[src/rtl/lf_sub_pkg.sv]
// Shared types and sizing for the pipelined Ladner-Fischer subtractor.
package lf_sub_pkg;
    localparam int WIDTH  = 9;
    localparam int LEVELS = 4;
    localparam int TAG_W  = 4;
    localparam int SPLIT  = 2;

    typedef struct packed {
        logic [WIDTH-1:0] g;
        logic [WIDTH-1:0] p;
    } gp_vec_t;

    typedef logic [WIDTH:0] diff_t;

    typedef struct packed {
        gp_vec_t          gp;
        logic [WIDTH-1:0] p0;
        logic [TAG_W-1:0] tag;
    } s1_t;

    typedef struct packed {
        diff_t            diff;
        logic [TAG_W-1:0] tag;
        logic             uflow;
    } s2_t;
endpackage

[src/rtl/lf_carry_op.sv]
// Prefix black cell: merges a higher (gi1/pi1) group with the adjacent lower (gi2/pi2) group.
module lf_carry_op (
    input  logic gi1_i,
    input  logic pi1_i,
    input  logic gi2_i,
    input  logic pi2_i,
    output logic go_o,
    output logic po_o
);
    assign go_o = gi1_i | (gi2_i & pi1_i);
    assign po_o = pi1_i & pi2_i;
endmodule

[src/rtl/lf_pipe_subtractor.sv]
// Two-stage X - Y (as X + ~Y + 1) with valid/ready on both sides.
// Define LF_SUB_SATURATE_EN to clamp negative differences to zero.
module lf_pipe_subtractor
    import lf_sub_pkg::*;
(
    input  logic             clk_i,
    input  logic             rst_ni,
    input  logic             in_valid_i,
    output logic             in_ready_o,
    input  logic [WIDTH-1:0] in_x_i,
    input  logic [WIDTH-1:0] in_y_i,
    input  logic [TAG_W-1:0] in_tag_i,
    output logic             out_valid_o,
    input  logic             out_ready_i,
    output diff_t            out_diff_o,
    output logic [TAG_W-1:0] out_tag_o,
    output logic             out_uflow_o
);
    logic [2:1] vld_pipe_q;
    logic       adv1, adv2;
    s1_t        s1_d, s1_q;
    s2_t        s2_d, s2_q;
    gp_vec_t    gp0, gp_s0, gp_s2;

    assign adv2       = ~vld_pipe_q[2] | out_ready_i;
    assign adv1       = ~vld_pipe_q[1] | adv2;
    assign in_ready_o = adv1;

    assign gp0.g = in_x_i & ~in_y_i;
    assign gp0.p = in_x_i ^ ~in_y_i;

    // Level l merges every bit with bit (l-1) set into the prefix ending just below its block.
    // Levels 1..SPLIT run ahead of the stage 1 register, the rest after it.
    for (genvar l = 1; l <= LEVELS; l++) begin : g_lvl
        localparam int K = 1 << (l - 1);
        gp_vec_t src, res;
        if (l == 1) begin : g_src_in
            assign src = gp0;
        end else if (l == SPLIT + 1) begin : g_src_reg
            assign src = s1_q.gp;
        end else begin : g_src_prev
            assign src = g_lvl[l-1].res;
        end
        for (genvar i = 0; i < WIDTH; i++) begin : g_bit
            if (((i / K) % 2) == 1) begin : g_node
                lf_carry_op u_op (
                    .gi1_i (src.g[i]),
                    .pi1_i (src.p[i]),
                    .gi2_i (src.g[(i / K) * K - 1]),
                    .pi2_i (src.p[(i / K) * K - 1]),
                    .go_o  (res.g[i]),
                    .po_o  (res.p[i])
                );
            end else begin : g_pass
                assign res.g[i] = src.g[i];
                assign res.p[i] = src.p[i];
            end
        end
    end

    assign gp_s0 = g_lvl[SPLIT].res;
    assign gp_s2 = g_lvl[LEVELS].res;

    always_comb begin
        s1_d.gp  = gp_s0;
        s1_d.p0  = gp0.p;
        s1_d.tag = in_tag_i;
    end

    // Carry-in is a constant 1, so a group propagate alone produces a carry.
    logic [WIDTH-1:0] carry;
    logic             borrow;
    assign carry  = {gp_s2.g[WIDTH-2:0] | gp_s2.p[WIDTH-2:0], 1'b1};
    assign borrow = ~(gp_s2.g[WIDTH-1] | gp_s2.p[WIDTH-1]);

    always_comb begin
        s2_d.tag   = s1_q.tag;
        s2_d.uflow = borrow;
        s2_d.diff  = {borrow, s1_q.p0 ^ carry};
`ifdef LF_SUB_SATURATE_EN
        if (borrow) s2_d.diff = '0;
`endif
    end

    always_ff @(posedge clk_i) begin
        if (!rst_ni) begin
            vld_pipe_q <= '0;
        end else begin
            if (adv1) vld_pipe_q[1] <= in_valid_i;
            if (adv2) vld_pipe_q[2] <= vld_pipe_q[1];
        end
    end

    // Data registers carry no reset; the outputs are masked by out_valid instead.
    always_ff @(posedge clk_i) begin
        if (adv1) s1_q <= s1_d;
        if (adv2) s2_q <= s2_d;
    end

    assign out_valid_o = vld_pipe_q[2];
    assign out_diff_o  = vld_pipe_q[2] ? s2_q.diff  : '0;
    assign out_tag_o   = vld_pipe_q[2] ? s2_q.tag   : '0;
    assign out_uflow_o = vld_pipe_q[2] ? s2_q.uflow : 1'b0;
endmodule
[config.mk]
export PLATFORM = sky130hd
export DESIGN_NAME = lf_pipe_subtractor
export DESIGN_NICKNAME = d
export VERILOG_FILES = /design/src/rtl/lf_sub_pkg.sv /design/src/rtl/lf_carry_op.sv /design/src/rtl/lf_pipe_subtractor.sv
export SDC_FILE = /design/constraint.sdc
export NUM_CORES = 1
export LEC_CHECK = 0
export CORE_MARGIN = 2
export CORE_UTILIZATION = 45
export DETAILED_ROUTE_END_ITERATION = 8
export GPL_TIMING_DRIVEN = 1
export PLACE_DENSITY = 0.83
export SYNTH_ARGS = -nofsm -noshare
export SYNTH_HDL_FRONTEND = slang
export SYNTH_SLANG_ARGS = --single-unit
[constraint.sdc]
create_clock -name clk_i -period 2.3 [get_ports clk_i]
set_clock_uncertainty 0.2 [all_clocks]
set_input_delay 0.46 -clock clk_i [delete_from_list [all_inputs] [get_ports clk_i]]
set_output_delay 0.46 -clock clk_i [all_outputs]
set_load 0.01 [all_outputs]
## After elaboration in Yosys (flattened, before gate mapping)

Cells that the tools add are included.

- Logic and storage cells: 62
- Latch bits: 0
- Output and inout port bits: 17
- Memory bits (read-only): 0
- Bits in registers: 48
- Bits in writable memories: 0
- Memories kept: 0
- Bits of input ports: 26

- Add/subtract/negate cells: 0
- Div/mod/pow operators: 0
- Reduce and logical (&&, ||, !) cells: 0
- Multiply operators: 0
- Order comparisons: 0
- Multiplexer cells: 3
- Shifts and indexed selects: 0
- Equality and inequality tests: 0
- Bitwise gates (word level): 50

Operators by type and width:

| cell | count |
|---|---|
| $and 1x1->1 | 26 |
| $xor 9x9->9 | 2 |
| $or 1x1->1 | 16 |
| $mux 10 | 1 |
| $and 9x9->9 | 1 |
| $not 9->9 | 1 |
| $or 8x8->8 | 1 |
| $mux 4 | 1 |
| $not 1->1 | 3 |
| $mux 1 | 1 |

## Depth between registers and ports, before layout

- Depth after elaboration: 6
- Mapped depth: 4

## By module

Synthesis repeated with hierarchy kept, for this count alone.

- Cell total of the unflattened synthesis: 129
- Area total of the unflattened synthesis: 1884.3 sq um

By module, submodules not included:

| module | cells an instance | area each (sq um) | seq. area each (sq um) | instances |
|---|---|---|---|---|
| lf_pipe_subtractor | 103 | 1705.4 | 1301.2 | 1 |
| lf_carry_op | 2 | 13.8 | 0.0 | 13 |

## Worst setup path before layout

Ideal clock, no wire load.

- Path type: in2out
- From: in out_ready_i
- To: out in_ready_o
- Stages on the path: 2
- Slack: 0.393 ns
- Required time: 1.640 ns
- Arrival: 1.247 ns
- Path through: and3b_1 inv_1

- Cells in the longest elaborated chain, start to end: 2

RTL lines:

| item | RTL line | RTL |
|---|---|---|
| start: declaration | lf_pipe_subtractor.sv:14 | `input logic out_ready_i,` |
| $or 1x1->1 | lf_pipe_subtractor.sv:25 | `assign adv2 = ~vld_pipe_q[2] \| out_ready_i;` |
| $or 1x1->1 | lf_pipe_subtractor.sv:26 | `assign adv1 = ~vld_pipe_q[1] \| adv2;` |
| end: declaration | lf_pipe_subtractor.sv:9 | `output logic in_ready_o,` |

Every way passes these cells.

## Worst setup path in the final report

Same ends and word-level chain as after synthesis.

==> reports/metrics.csv <==
metric,value,unit
outcome,"complete, no violations",
avgSynthCellArea,14.8,sq um
cts_resized,2,
critPathArrivalTime,1.49,ns
synth_cells,130,
synth_nets,165,
clk_pin_slew,0.07,ns
cp_max_fo,2,
rr_endpoint,s1_q[1],
r2r_cells,3,
grt_max_degree,29,
final-setup-viol-count,0,
p_per_area,678,nW/um^2
ys_seq_elements,44,
min_path_type,flip-flop to flip-flop,
synthSimpleGateAreaFrac,0.106,
grt_pass1_vias,1116,
synth.most_common_cell,edfxtp_1,
worstMarginPinSlew,0.516,ns
critPathLaunch,out_ready_i,
insertedDiodeCount,0,
end_kind,output port,
drv_slew,0,
final_nets,211,
hold_buffers,0,
fmax,464,MHz
cp.required,1.64,ns
htree_levels,2,
drc,0,
synthXorXnorAreaFrac,0.0182,
grt_pass1_wl,5.22,mm
dp_hpwl,2.37,mm
rsz0062_at_grt,false,
synth-compound-area-share,0.101,
antenna_found_initial,0,
synth-edff-count,42,
post_drt_wl_per_cell,13.4,microns
peakVddDrop,0.357,mV
async_reset_ff_frac,0,
ys_seq_area_frac,0.675,
dr.pass1.iters,4,
yosys.area.top_type,edfxtp_1,
core,4060,sq um
worst-setup-path-type,primary input to output port,
fp.dieH,69.5,microns
via_count,1099,
synth_top_cells_by_count,"edfxtp_1 (42), and2_1 (22), inv_1 (12)",
die_w,69.5,microns
synth_top_area_frac,0.654,
rows,23,
synth_area_leaders,"edfxtp_1 (65%), and2_1 (7.1%), ha_1 (5.8%), a211oi_2 (2.6%), a21o_1 (2.3%)",
synth_top_family_by_area,simple AND/OR/NAND/NOR gates,
clock_sinks,44,
crit_end,in_ready_o,
post_cts_buffers,0,
power.leakage,0.00103,uW
fin_crit_sh,0.936,
post_synth_instance_area,1930,sq um
synth_cell_type_count,21,
maxCapViolations,0,
clkLatencyLatePin,0.29,ns
stdcell_count,227,
cts_buffers,5,
synthToLayoutAreaGrowth,27.8,%
clockRootBuffer,clkbuf_8,
grt.overflow.total,0,
layout-drive-gt1-share,0.0734,
io_pins,43,
reg2reg_from,vld_pipe_q[2],
postLayoutCoreUtil,0.607,
grt_usage,0.140,
drt_iter0_markers,42,
dp.cells,219,
postRouteAntennaNets,0,
yosys_most_used_dff,edfxtp_1,
startpoint_type,primary input,
hp-start,s1_q[2],
clk_path_buf_depth,2,
portBuffers,42,
synthMuxAreaShare,0,
gp_congestion,0.753,
start_util,0.475,
wl,3.04,mm
period_needed,2.15,ns
slew-limit-headroom,0.656,
ys_warn_count,0,
rrSetupSlack,0.74,ns
synthAdderAreaFrac,0.0584,
final_hold_viol_count,0,
cts_tree,yes,
via_per_inst,4.84,
die-area,4820,sq um
==> registers in the layout (all words and copies together) (netlist names) <==
| signal | count |
|---|---|
| s2_q | 14 |
| g_lvl.res | 10 |
| s1_q | 10 |
| g_lvl.src | 8 |
| vld_pipe_q | 2 |
==> kinds of logic after synthesis <==
family,count (synthesis)
AOI/OAI and AO/OA,22
xor gates and xnor gates,4
adders and majority gates,9
buffers and inverters,16
DFF,44
and+or+nand+nor,35
==> layout by cell type, fill, tap and decap left out <==
| cell | n |
|---|---|
| clkbuf_1 | 2 |
| inv_1 | 12 |
| a31o_1 | 2 |
| nor3_2 | 1 |
| o21a_1 | 2 |
| buf_4 | 1 |
| a21o_1 | 6 |
| clkdlybuf4s50_1 | 41 |
| and2_1 | 22 |
| and3_1 | 2 |
| xnor2_1 | 4 |
| clkbuf_8 | 5 |
| edfxtp_1 | 42 |
| clkinv_1 | 1 |
| and3b_1 | 1 |
| o211a_1 | 3 |
| a211oi_2 | 4 |
| dlygate4sd2_1 | 1 |
| dfxtp_2 | 1 |
| dfxtp_1 | 1 |
| o211a_4 | 1 |
| ha_1 | 9 |
| nor2_1 | 8 |
| o21ai_0 | 4 |
| nor2b_1 | 1 |
==> stage by stage <==
stage                     hold WS [ns]  instance area [sq um]  setup WS, ns  TNS (ns)  total power (uW)
after floorplan                  0.200                   1930         0.393         0              1150
after global placement           0.203                   2380       -0.0938   -0.0938              1230
after detailed placement         0.211                   2380        -0.123    -0.123              1250
after CTS                        0.236                   2460         0.139         0              1700
after global routing             0.243                   2460        0.0643         0              1760
final                            0.229                   2460         0.146         0              1670
==> area by class of cell <==
| class | instances | area [sq um] |
|---|---|---|
| repair buffers | 43 | 427 |
| clock inverters | 1 | 3.75 |
| inverters | 12 | 45.0 |
| flip-flops and latches | 44 | 1300 |
| clock buffers | 7 | 76.3 |
| multi-input cells | 70 | 548 |
| well taps | 50 | 62.6 |
| fillers | 303 | 1590 |
==> per-layer routing <==
metal / wire length (microns) / share of wire / global-route usage / up-vias
li1: - / - / - / 555
met1: 1250 / 0.41 / 0.162 / 500
met2: 1530 / 0.50 / 0.235 / 35
met3: 165 / 0.054 / 0.0436 / 9
met4: 93 / 0.031 / 0.0719 / 0
met5: 0 / 0 / 0 / -
==> where the power goes <==
group | leakage [uW] | switching (uW) | internal (uW)
registers | 0.000471 | 39.6 | 982
logic | 0.000518 | 80.3 | 128
clock network | 0.0000399 | 231 | 211
==> worst min-delay path by stage <==
stage	depth (start not counted)	to
CTS	0	s2_q[3]
detailed placement	0	s2_q[3]
floorplan	0	s2_q[1]
global route	0	s2_q[3]
global placement	0	s2_q[1]
finish	0	s2_q[3]
==> critical path: stages <==
cell	delay, ns
clkdlybuf4s50_1	0.48
and3b_1	0.20
inv_1	0.07
dlygate4sd2_1	0.28
(Power assumes the default switching activity.)
